==> config.mk <==
export PLATFORM = sky130hd
export DESIGN_NAME = sisc_ctrl_mc
export DESIGN_NICKNAME = d
export VERILOG_FILES = /design/src/rtl/sisc_pkg.sv /design/src/rtl/sisc_br_cond.sv /design/src/rtl/sisc_ctrl_mc.sv
export SDC_FILE = /design/constraint.sdc
export NUM_CORES = 1
export LEC_CHECK = 0
export CAP_MARGIN = 20
export CORE_MARGIN = 2
export CORE_UTILIZATION = 28
export DETAILED_ROUTE_END_ITERATION = 7
export MAX_ROUTING_LAYER = met4
export PLACE_DENSITY = 0.64
export SETUP_SLACK_MARGIN = 0.4
export SLEW_MARGIN = 20
export SYNTH_ARGS = -nofsm -noshare
export SYNTH_HDL_FRONTEND = slang
export SYNTH_SLANG_ARGS = --single-unit
==> constraint.sdc <==
create_clock -name clk -period 1.5 [get_ports clk]
set_clock_uncertainty 0.05 [all_clocks]
set_input_delay 0.15 -clock clk [delete_from_list [all_inputs] [get_ports clk]]
set_output_delay 0.15 -clock clk [all_outputs]
set_load 0.03 [all_outputs]
==> src/rtl/sisc_pkg.sv <==
// Shared encodings for the SISC control unit and datapath blocks.
package sisc_pkg;

  localparam int unsigned OP_NOOP = 0;
  localparam int unsigned OP_LOD  = 1;
  localparam int unsigned OP_STR  = 2;
  localparam int unsigned OP_SWP  = 3;
  localparam int unsigned OP_BRA  = 4;
  localparam int unsigned OP_BRR  = 5;
  localparam int unsigned OP_BNE  = 6;
  localparam int unsigned OP_BNR  = 7;
  localparam int unsigned OP_ALU  = 8;
  localparam int unsigned OP_HLT  = 15;

  localparam int unsigned MM_IMM  = 8;

  localparam int unsigned ALU_REG = 0;
  localparam int unsigned ALU_ADD = 1;
  localparam int unsigned ALU_SWP = 2;

  typedef enum logic [2:0] {
    S_START0    = 3'd0,
    S_START1    = 3'd1,
    S_FETCH     = 3'd2,
    S_DECODE    = 3'd3,
    S_EXECUTE   = 3'd4,
    S_MEM       = 3'd5,
    S_WRITEBACK = 3'd6,
    S_HALT      = 3'd7
  } state_e;

endpackage

==> src/rtl/sisc_br_cond.sv <==
// Branch condition evaluation: masked status test and relative-target select.
module sisc_br_cond
  import sisc_pkg::*;
#(
  parameter int OPW = 4,
  parameter int MMW = 4
) (
  input  logic [OPW-1:0] opcode,
  input  logic [MMW-1:0] mm,
  input  logic [MMW-1:0] stat,
  output logic           taken,
  output logic           rel
);

  logic any_set;

  always_comb begin
    any_set = |(mm & stat);
    taken   = 1'b0;
    rel     = 1'b0;
    if (opcode == OPW'(OP_BRA) || opcode == OPW'(OP_BRR)) begin
      taken = any_set;
    end else if (opcode == OPW'(OP_BNE) || opcode == OPW'(OP_BNR)) begin
      taken = ~any_set;
    end
    rel = (opcode == OPW'(OP_BRR)) || (opcode == OPW'(OP_BNR));
  end

endmodule

==> src/rtl/sisc_ctrl_mc.sv <==
// Multi-cycle SISC control FSM; all outputs decoded combinationally from state and inputs.
module sisc_ctrl_mc
  import sisc_pkg::*;
#(
  parameter int OPW  = 4,
  parameter int MMW  = 4,
  parameter int ALUW = 2
) (
  input  logic            clk,
  input  logic            rst,
  input  logic [OPW-1:0]  opcode,
  input  logic [MMW-1:0]  mm,
  input  logic [MMW-1:0]  stat,
  input  logic            mem_ready,
  output logic            ir_load,
  output logic            pc_write,
  output logic            pc_sel,
  output logic            br_sel,
  output logic            rf_we,
  output logic            wb_sel,
  output logic [ALUW-1:0] alu_op,
  output logic            mem_req,
  output logic            dm_we,
  output logic            halted
);

  state_e state_q, state_d;
  logic   br_taken, br_rel;
  logic   is_lod, is_str, is_swp, is_alu, is_hlt, is_mem_op, is_alu_op;
  logic   [ALUW-1:0] alu_sel;

  sisc_br_cond #(.OPW(OPW), .MMW(MMW)) u_br_cond (
    .opcode (opcode),
    .mm     (mm),
    .stat   (stat),
    .taken  (br_taken),
    .rel    (br_rel)
  );

  always_comb begin
    is_lod    = (opcode == OPW'(OP_LOD));
    is_str    = (opcode == OPW'(OP_STR));
    is_swp    = (opcode == OPW'(OP_SWP));
    is_alu    = (opcode == OPW'(OP_ALU));
    is_hlt    = (opcode == OPW'(OP_HLT));
    is_mem_op = is_lod | is_str;
    is_alu_op = is_alu | is_swp;
    alu_sel   = '0;
    if (is_alu && mm == MMW'(MM_IMM)) alu_sel = ALUW'(ALU_ADD);
    else if (is_alu)                  alu_sel = ALUW'(ALU_REG);
    else if (is_mem_op)               alu_sel = ALUW'(ALU_ADD);
    else if (is_swp)                  alu_sel = ALUW'(ALU_SWP);
  end

  always_ff @(posedge clk) begin
    if (rst) state_q <= S_START1;
    else     state_q <= state_d;
  end

  always_comb begin
    state_d = state_q;
    case (state_q)
      S_START0:    state_d = S_START1;
      S_START1:    state_d = S_FETCH;
      S_FETCH:     if (mem_ready) state_d = S_DECODE;
      S_DECODE: begin
        if (is_hlt)                      state_d = S_HALT;
        else if (is_mem_op || is_alu_op) state_d = S_EXECUTE;
        else                             state_d = S_FETCH;
      end
      S_EXECUTE: begin
        if (is_mem_op)      state_d = S_MEM;
        else if (is_alu_op) state_d = S_WRITEBACK;
        else                state_d = S_FETCH;
      end
      S_MEM:       if (mem_ready) state_d = is_lod ? S_WRITEBACK : S_FETCH;
      S_WRITEBACK: state_d = S_FETCH;
      S_HALT:      state_d = S_HALT;
      default:     state_d = S_START0;
    endcase
  end

  // Outputs are forced low while rst is high so a reset mid-store cannot pulse dm_we.
  always_comb begin
    ir_load  = 1'b0;
    pc_write = 1'b0;
    pc_sel   = 1'b0;
    br_sel   = 1'b0;
    rf_we    = 1'b0;
    wb_sel   = 1'b0;
    alu_op   = '0;
    mem_req  = 1'b0;
    dm_we    = 1'b0;
    halted   = 1'b0;
    if (!rst) begin
      case (state_q)
        S_FETCH: begin
          mem_req = 1'b1;
          if (mem_ready) begin
            ir_load  = 1'b1;
            pc_write = 1'b1;
          end
        end
        S_DECODE: begin
          if (br_taken) begin
            pc_write = 1'b1;
            pc_sel   = 1'b1;
            br_sel   = br_rel;
          end
        end
        S_EXECUTE: alu_op = alu_sel;
        S_MEM: begin
          alu_op  = alu_sel;
          mem_req = 1'b1;
          dm_we   = is_str & mem_ready;
        end
        S_WRITEBACK: begin
          alu_op = alu_sel;
          rf_we  = 1'b1;
          wb_sel = is_lod;
        end
        S_HALT:  halted = 1'b1;
        default: ;
      endcase
    end
  end

endmodule

# Word level (Yosys, flattened, before mapping)
# Index checks and enable logic that the tools add are counted.
# word_totals
ff_bits	3
latch_bits	0
ram_bits	0
romBits	0
input_bits	15
output_inout_bits	11
wordCells	73
memories	0
# op_classes
addsub	0
multipliers	0
div_mod_pow	0
magnitude_cmp	0
n_eq_ne	19
shift	0
mux	37
n_bitwise	5
n_reduce_logical	11
# ops
op	n
$mux 1	22
$mux 3	7
$pmux 3 s7	1
$eq 4x3->1 const B	4
$eq 3x3->1 const B	4
$eq 4x4->1 const B	3
$mux 2	6
$eq 4x2->1 const B	2
$eq 3x2->1 const B	2
$and 4x4->4	1
$eq 4x1->1 const B	1
$logic_or 1x1->1	4
$ne 2x2->1 const B	2
$reduce_or 2->1	2
$reduce_or 4->1	1
$eq 3x1->1 const B	1
$logic_not 3->1	1
$reduce_or 3->1	1
$or 1x1->1	2
$pmux 1 s2	1
$reduce_and 2->1	1
$and 1x1->1	1
$logic_and 1x1->1	1
$not 1->1	1

# Longest topological paths before layout
# Gate-level depths: netlist of the first run.
# logic_depth
ltp_word	8
ltp_mapped	5
depth_no_buf	4

# By module
# A second synthesis of the first run with hierarchy kept.
# unflattened
hier_cells	69
hier_area_um2	513.0
# modules_own_cells
mod	instances	cells_per_inst	area_per_inst_um2	seq_area_each_um2
sisc_ctrl_mc	1	62	462.9	60.1
sisc_br_cond	1	7	50.0	0.0

# Worst setup path after synthesis of the first run
# Ideal clock, no wire load.
# synth_path
path_kind	reg2out
start	register state_q[1]
end	output br_sel
arrival_time_ns	1.516
t_required_ns	1.300
path_slack_ns	-0.216
path_stages_with_launch	5
path_buffers	0
cell_sequence	dfxtp_1 -> and2b_2 -> nand3b_4 -> nor4b_4 -> and2_1
# synth_via
elab_chain_cells	3
# synth_rtl
item	line	source
start, declared	sisc_ctrl_mc.sv:27	state_e state_q, state_d;
start signal, assigned	sisc_ctrl_mc.sv:57	else state_q <= state_d;
$eq 3x2->1	sisc_ctrl_mc.sv:96	case (state_q)
$mux 1	sisc_ctrl_mc.sv:96	
$mux 1	sisc_ctrl_mc.sv:95	if (!rst) begin
end, declared	sisc_ctrl_mc.sv:18	output logic br_sel,
# Every way passes these cells.

# Worst setup path in the final report of the first run
# Ends and elaborated chain as after synthesis.

==> results of run 1 <==
[cells in the mapped netlist (2+ instances only)]
library cell,n
and3_1,3
nand3_1,4
nor3_1,5
nand2_1,2
and3_2,3
nor2_1,8
buf_2,2
dfxtp_1,3
a21oi_1,4
and2_1,2
inv_1,4
a22oi_1,2
buf_4,3
o21ai_0,2
[metrics by stage]
| stage | hold WS (ns) | std cells | setup TNS (ns) |
|---|---|---|---|
| floorplan | 0.2261 | 67 | -0.1196 |
| global placement | 0.6209 | 120 | -2.929 |
| detailed placement | 0.6313 | 120 | -3.033 |
| CTS | 0.3664 | 135 | -1.129 |
| global route | 0.4151 | 138 | -1.604 |
| finish | 0.3603 | 138 | -1.135 |
[cells by family after synthesis]
kind of cell / synth area share [%]
flops: 12.50
xor+xnor: 1.823
simple gates: 50.26
compound gates: 25.52
buf+inv: 9.895
[area by class of cell]
type / count / area, um^2
Multi-Input combinational cell: 55 / 523.0
Fill cell: 111 / 390.4
Sequential cell: 3 / 66.31
Timing Repair Buffer: 56 / 515.5
Inverter: 4 / 17.52
Clock buffer: 4 / 26.28
Tap cell: 16 / 20.02
[report_power, final]
| part | switching, mW | leakage, nW | internal (mW) | total (mW) |
|---|---|---|---|---|
| combinational | 0.162 | 0.515 | 0.179 | 0.341 |
| clock | 0.0587 | 0.0150 | 0.101 | 0.159 |
| sequential | 0.00572 | 0.0258 | 0.0912 | 0.0969 |
| total | 0.227 | 0.556 | 0.371 | 0.597 |
[layer usage]
layer  vias to the layer above  share of wire [%]
met3                         3                6.1
li1                        361                  -
met4                         0               0.87
met2                        26                 51
met1                       334                 42
met5                         -                  0
[repair_timing]
action	in CTS	in global routing
gates resized for setup	59	9
endpoints found under the setup margin	14	14
endpoints found under the hold margin	0	0
pin swaps	15	3
setup buffers	11	3
gates cloned	0	0
[worst min path at each step]
stage                     from         end  cells past startpoint
floorplan                  rst  state_q[0]                      2
global placement    state_q[2]  state_q[1]                      2
detailed placement  state_q[2]  state_q[1]                      2
CTS                        rst  state_q[0]                      4
global route               rst  state_q[0]                      4
finish                     rst  state_q[0]                      4
[critical path, delay by kind of cell, from the launching register on]
family / cells / cell delay, ns
buffers and inverters: 2 / 0.22
flip-flops: 1 / 0.31
AND/OR/NAND/NOR: 4 / 0.72
[layout by cell type, fill, tap and decap left out, types with 2 or more instances in the layout]
master and instances:
and3_4 3, o21ai_0 2, and2b_2 2, nor2_2 2
nor2_1 3, clkdlybuf4s50_1 5, nand3_1 3, nor3_2 2
and3_1 2, clkbuf_4 3, a22oi_2 2, dfxtp_2 2
buf_4 23, dlygate4sd2_1 9, nand2_1 2, nor3_4 2
buf_6 19, nor2_4 3, and2_4 2, inv_1 3
a21oi_1 4
==> impl_results.md, run 1 <==
* Cts bufs inserted at 3
* Worst Hold Class: input port to register
* Pwr dens at 511.1 mW/mm^2
* Cell area after layout at 0.001169 mm^2
* Crit Path Category: register to output port
* Distinct cells, synth at 34
* Utilization after layout at 74.96%
* Slew HR at 80.37%
* Reg2reg end: state_q[2]
* Max VDD drop at 0.5859 mV
* DIE AREA at 0.002063 mm^2
* # port buffers at 25
* Cell area after synthesis at 480.5 um^2
* R2R Setup Slk at 0.05 ns
* Crit path DAT at 1.50 ns
* Drt drc at 0
* Outcome: finished, violations left
* Reg2reg path depth at 7
* Final net count at 138
* CTS tree: built
* Mean cell area of the mapped netlist at 7.171 um^2
* RSZ-0062 raised after global routing: yes
* LEAKAGE at 0.5561 nW
* Cell row count at 14
* Failing checks: negative setup slack
* Critical path's slowest cell: dfxtp_2
* Post-synth EDFFs at 0
* Placeable Area at 0.001559 mm^2
* Tcrit/Tclk final at 113.6%
* TritonRoute pass-1 iters at 4
* F_max at 0.5867 GHz
* Pins over their slew limit at 0
* H-tree levels at 1
* Vias in the first global route at 684
* Top Registers: state_q: 3 flops
* Worst reg2reg path startpoint: state_q[1]
* Max_cap viols at 0
* Asr flop ratio synth at 0%
* Dominant cell type by area after synthesis: dfxtp_1
* Critical path cell sequence: and2b_2, buf_6, nand3b_4, nor4b_4, and2_4, buf_6
* Placed cell areas at 893.4 um^2
* Largest net degree at the start of global routing at 10
* Yosys warnings at 0
* Met1 Use GR at 24.88%
* Final setup vio count at 8
* Worst EP required at 1.30 ns
* Die width at 45.43 um
* Die height at 45.43 um
* CP Capture Type: output port
* Critical path's largest stage delay at 0.31 ns
* Worst setup SP type: register
* Top cell type's share of synthesized area at 12.50%
* Main flop type after synthesis: dfxtp_1
* Insertion delay to the later sink of the worst-skew pair at 0.25 ns
* Cell repeated most along the worst path: buf_6
* DR vias at 724
* Crit path max fanout at 3
* Most Used Layer, Global Route: met2
* CTS clk-pin slew, worst paths at 0.04 ns
* Mapped Cells at 67
* Cts hold-fix bufs at 0
* Tot GR Track Use at 21.33%
* IO Count at 26
* Fin crit period at 1.704 ns
* Biggest register: state_q
* Final setup margin at -0.2044 ns
* Start point of the critical path: state_q[1]
* CTS Buffer Depth at 2
* GR Util met2 at 37.75%
* Area delta synth->final at 143.2%
* Ranking of synthesized cells by area: dfxtp_1 (13%), nor2_1 (6.3%), nor3_1 (5.2%)
* Worst Setup EP: br_sel
* Endpoints failing hold at 0
* Global route overflow at 0
* Initial antenna violation count at 0
* Hpwl dp at 1229 um
* Initial Utilization at 30.82%
* Max FFs per register at 3
* Register area share after synthesis at 12.50%
* Layout cell share with drive strength beyond 1 at 63.93%
* Root buf cell: clkbuf_4
* TritonCTS Sinks at 3
* Detail Route Antenna Nets at 0
* WL per Instance at 14.22 um
* Drt total wl at 1962 um
* Met3 Use GR at 4.365%
* Syn_nets at 82
* N_diodes at 0
* Total design power at 0.5973 mW
* Starting DRT DRC Count at 18
* Synth Register Bits at 3
* GPL Wtd Cong at 0.8600
* DR vias/cell at 5.246
* Pre-CTS WS at -0.4938 ns
* First-pass GRT wire length at 3098 um
* Slew @ Worst Pin at 0.2944 ns
No activity file was read; power rests on OpenSTA's default activity.
==> run 2: changes to the inputs <==
- CORE_UTILIZATION: 28 -> 37
- PLACE_DENSITY: 0.64 -> 0.8
==> run 2 against run 1 <==
Effect of this change:
- the flow now stops in 5_1_grt
- synthesized cell count unchanged
- synthesized area is the same
==> impl_results.md, run 2 <==
* Outcome: aborted with a tool error
* Exit stage: 5_1_grt
* First error: [ERROR DPL-0038] Utilization greater than 100%, impossible to legalize
* Initial Utilization at 41.56% (+11 points)
* Root buf cell: clkbuf_4
* Synth Register Bits at 3 (unchanged)
* Mapped Cells at 67 (unchanged)
* Worst Endpoint after GRT Repair: br_sel
* Die width at 40.04 um (-12%)
* Placed cell areas at 883.3 um^2 (-1.1%)
* TritonCTS Sinks at 3 (unchanged)
* Top-count cell post-synth: nor2_1
* Top cell type's share of synthesized area at 12.50% (unchanged)
* Dominant cell type by area after synthesis: dfxtp_1
* Post-synth EDFFs at 0 (unchanged)
* Cell row count at 12 (-2)
* Ranking of synthesized cells by area: dfxtp_1 (13%), nor2_1 (6.3%), nor3_1 (5.2%)
* Die height at 40.04 um (-12%)
* Syn_nets at 82 (unchanged)
* H-tree levels at 1 (unchanged)
* Cell area after synthesis at 480.5 um^2 (unchanged)
* Yosys warnings at 0 (unchanged)
* GPL Wtd Cong at 0.9111 (+5.9%)
* Register area share after synthesis at 12.50% (unchanged)
* Asr flop ratio synth at 0% (unchanged)
* CTS Buffer Depth at 2 (unchanged)
* # port buffers at 25 (unchanged)
* Cts hold-fix bufs at 0 (unchanged)
* Most instantiated cells after synthesis: nor2_1 (8), nor3_1 (5), a21oi_1 (4), inv_1 (4), nand3_1 (4)
* Hpwl dp at 1240 um (+0.84%)
* Mean cell area of the mapped netlist at 7.171 um^2 (unchanged)
* Worst endpoint type: top-level output
* Cts bufs inserted at 3 (unchanged)
* IO Count at 26 (unchanged)
* Distinct cells, synth at 34 (unchanged)
* Largest net degree at the start of global routing at 9
* Main flop type after synthesis: dfxtp_1
[run 2: kinds of logic after synthesis]
family                    share of synthesized area (%)
buffers and inverters                             9.895
DFF                                               12.50
AOI/OAI and AO/OA                                 25.52
and+or+nand+nor                                   50.26
xor gates and xnor gates                          1.823
[run 2: metrics by stage]
stage               setup WS [ns]  hold slack, ns  util (%)  std cells
global placement          -0.4836          0.6129     76.41        117
detailed placement        -0.4920          0.6092     76.41        117
CTS                       -0.2407          0.3251     93.40        129
floorplan                -0.07679          0.2261         -         67
[run 2: repair_timing]
action	CTS
pin swaps	15
endpoints found under the setup margin	14
resized for setup	51
setup buffers	8
==> run 3: changes to the inputs <==
- CORE_AREA: not set -> 2 2 63 65
- CORE_MARGIN: 2 -> not set
- CORE_UTILIZATION: 37 -> not set
- DIE_AREA: not set -> 0 0 65 67
- MAX_ROUTING_LAYER: met4 -> not set
- PLACE_DENSITY: 0.8 -> not set
- PLACE_DENSITY_LB_ADDON: not set -> 0.15
- SETUP_SLACK_MARGIN: 0.4 -> not set
==> run 3 against run 2 <==
Effect of this change:
- the flow now finishes, with violations (negative setup slack)
==> impl_results.md, run 3 (synthesized netlist as in run 1, its figures left out) <==
* Outcome: finished, violations left
* Failing checks: negative setup slack
* Area delta synth->final at 128.1%
* R2R Setup Slk at 0.09 ns
* Max_cap viols at 0
* Cell area after layout at 0.001096 mm^2
* Crit path max fanout at 3
* Reg2reg end: state_q[2]
* Most frequent cells in the layout: buf_4 (25), buf_6 (12), dlygate4sd2_1 (8), nor2_1 (6), clkdlybuf4s50_1 (4)
* Slew @ Worst Pin at 0.3134 ns
* First-pass GRT wire length at 3084 um
* Largest net degree at the start of global routing at 12
* Critical path's slowest cell: clkdlybuf4s50_1
* Worst setup SP type: input port
* F_max at 0.5966 GHz
* Endpoints failing hold at 0
* Detail Route Antenna Nets at 0
* Crit path DAT at 1.48 ns
* Setup_tns at -0.7691 ns
* TritonCTS Sinks at 3 (unchanged)
* Total design power at 0.6252 mW
* Critical path cell sequence: clkdlybuf4s50_1, a22oi_2, a21oi_2, nor4b_4, and2_4, buf_6
* Root buf cell: clkbuf_8
* Worst reg2reg path startpoint: state_q[1]
* Pre-CTS WS at -0.5267 ns (-0.03478 ns)
* H-tree levels at 1 (unchanged)
* Final net count at 133
* WHS at 0.4373 ns
* Initial antenna violation count at 0
* Die width at 65 um (+62%)
* Most common cell after layout, fill and taps aside: buf_4
* Placeable Area at 0.003606 mm^2
* Max VDD drop at 0.4335 mV
* Starting DRT DRC Count at 12
* Fin crit period at 1.676 ns
* # port buffers at 25 (unchanged)
* Cts hold-fix bufs at 0 (unchanged)
* Max FFs per register at 3
* Insertion delay to the later sink of the worst-skew pair at 0.21 ns
* Start point of the critical path: stat[3]
* DR vias at 687
* RSZ-0062 raised after global routing: yes
* CTS Buffer Depth at 2 (unchanged)
* Pins over their slew limit at 0
* Drt total wl at 1906 um
* Reg2reg path depth at 6
* Global route overflow at 0
* Utilization after layout at 30.40%
* CTS tree: built
* Cell row count at 22 (+10)
* DIE AREA at 0.004355 mm^2
* Layout cell share with drive strength beyond 1 at 55.56%
* WL per Instance at 11.55 um
* Pwr dens at 570.4 mW/mm^2
* TritonRoute pass-1 iters at 4
* Inst Count DP at 154 (+32%)
* Drt drc at 0
* Worst Setup EP: br_sel
* LEAKAGE at 0.5348 nW
* CTS clk-pin slew, worst paths at 0.03 ns
* CP Capture Type: output port
* Critical path's largest stage delay at 0.41 ns
* DR vias/cell at 4.164
* Placed cell areas at 887.1 um^2 (+0.42%)
* Worst EP required at 1.30 ns
* IO Count at 26 (unchanged)
* Top Registers: state_q: 3 flops
* Vias in the first global route at 693
* GPL Wtd Cong at 0.7971 (-13%)
* Die height at 67 um (+67%)
* Slew HR at 78.78%
* Tot GR Track Use at 9.214%
* Worst Hold Class: input port to register
* Biggest register: state_q
* Tcrit/Tclk final at 111.7%
* Initial Utilization at 13.32% (-28 points)
* Fin cells at 165
* Final setup vio count at 7
* Cts bufs inserted at 3 (unchanged)
* N_diodes at 0
* Crit Path Category: input port to output port
* Hpwl dp at 1455 um (+17%)
* Final setup margin at -0.1762 ns
-- run 3: what timing repair did --
| action | in CTS | in global routing |
|---|---|---|
| endpoints found under the setup margin | 11 | 10 |
| resized for setup | 32 | 17 |
| pin swaps | 8 | 10 |
| setup buffers | 3 | 4 |
-- run 3: final cells by class --
type,count,area [um^2]
Tap cell,48,60.06
Inverter,4,20.02
Multi-Input combinational cell,55,450.4
Timing Repair Buffer,51,457.9
Sequential cell,3,62.56
Clock buffer,4,45.04
Fill cell,389,2510
-- run 3: worst min-delay path by stage --
stage                          start    endpoint  slack (ns)  depth (start not counted)
after detailed placement  state_q[2]  state_q[1]        0.64                          2
after global routing             rst  state_q[0]        0.45                          4
after CTS                        rst  state_q[0]        0.43                          4
final                            rst  state_q[0]        0.44                          4
after global placement    state_q[2]  state_q[1]        0.67                          2
after floorplan                  rst  state_q[0]        0.23                          2
-- run 3: per-layer routing --
| metal | GRT usage (%) | share of wire (%) |
|---|---|---|
| met5 | 0 | 0 |
| met4 | 3.723 | 2.4 |
| met3 | 3.547 | 5.9 |
| met2 | 16.11 | 50 |
| met1 | 9.950 | 41 |
-- run 3: power breakdown --
part	total [mW]	switching [mW]	internal, mW
clock network	0.231	0.0499	0.181
registers	0.0976	0.00680	0.0908
logic	0.297	0.143	0.154
total	0.625	0.200	0.426
-- run 3: critical path: cells and delay by family --
family / cells / cell delay, ns
and+or+nand+nor: 2 / 0.52
buffers and inverters: 2 / 0.53
AOI/OAI and AO/OA: 2 / 0.27
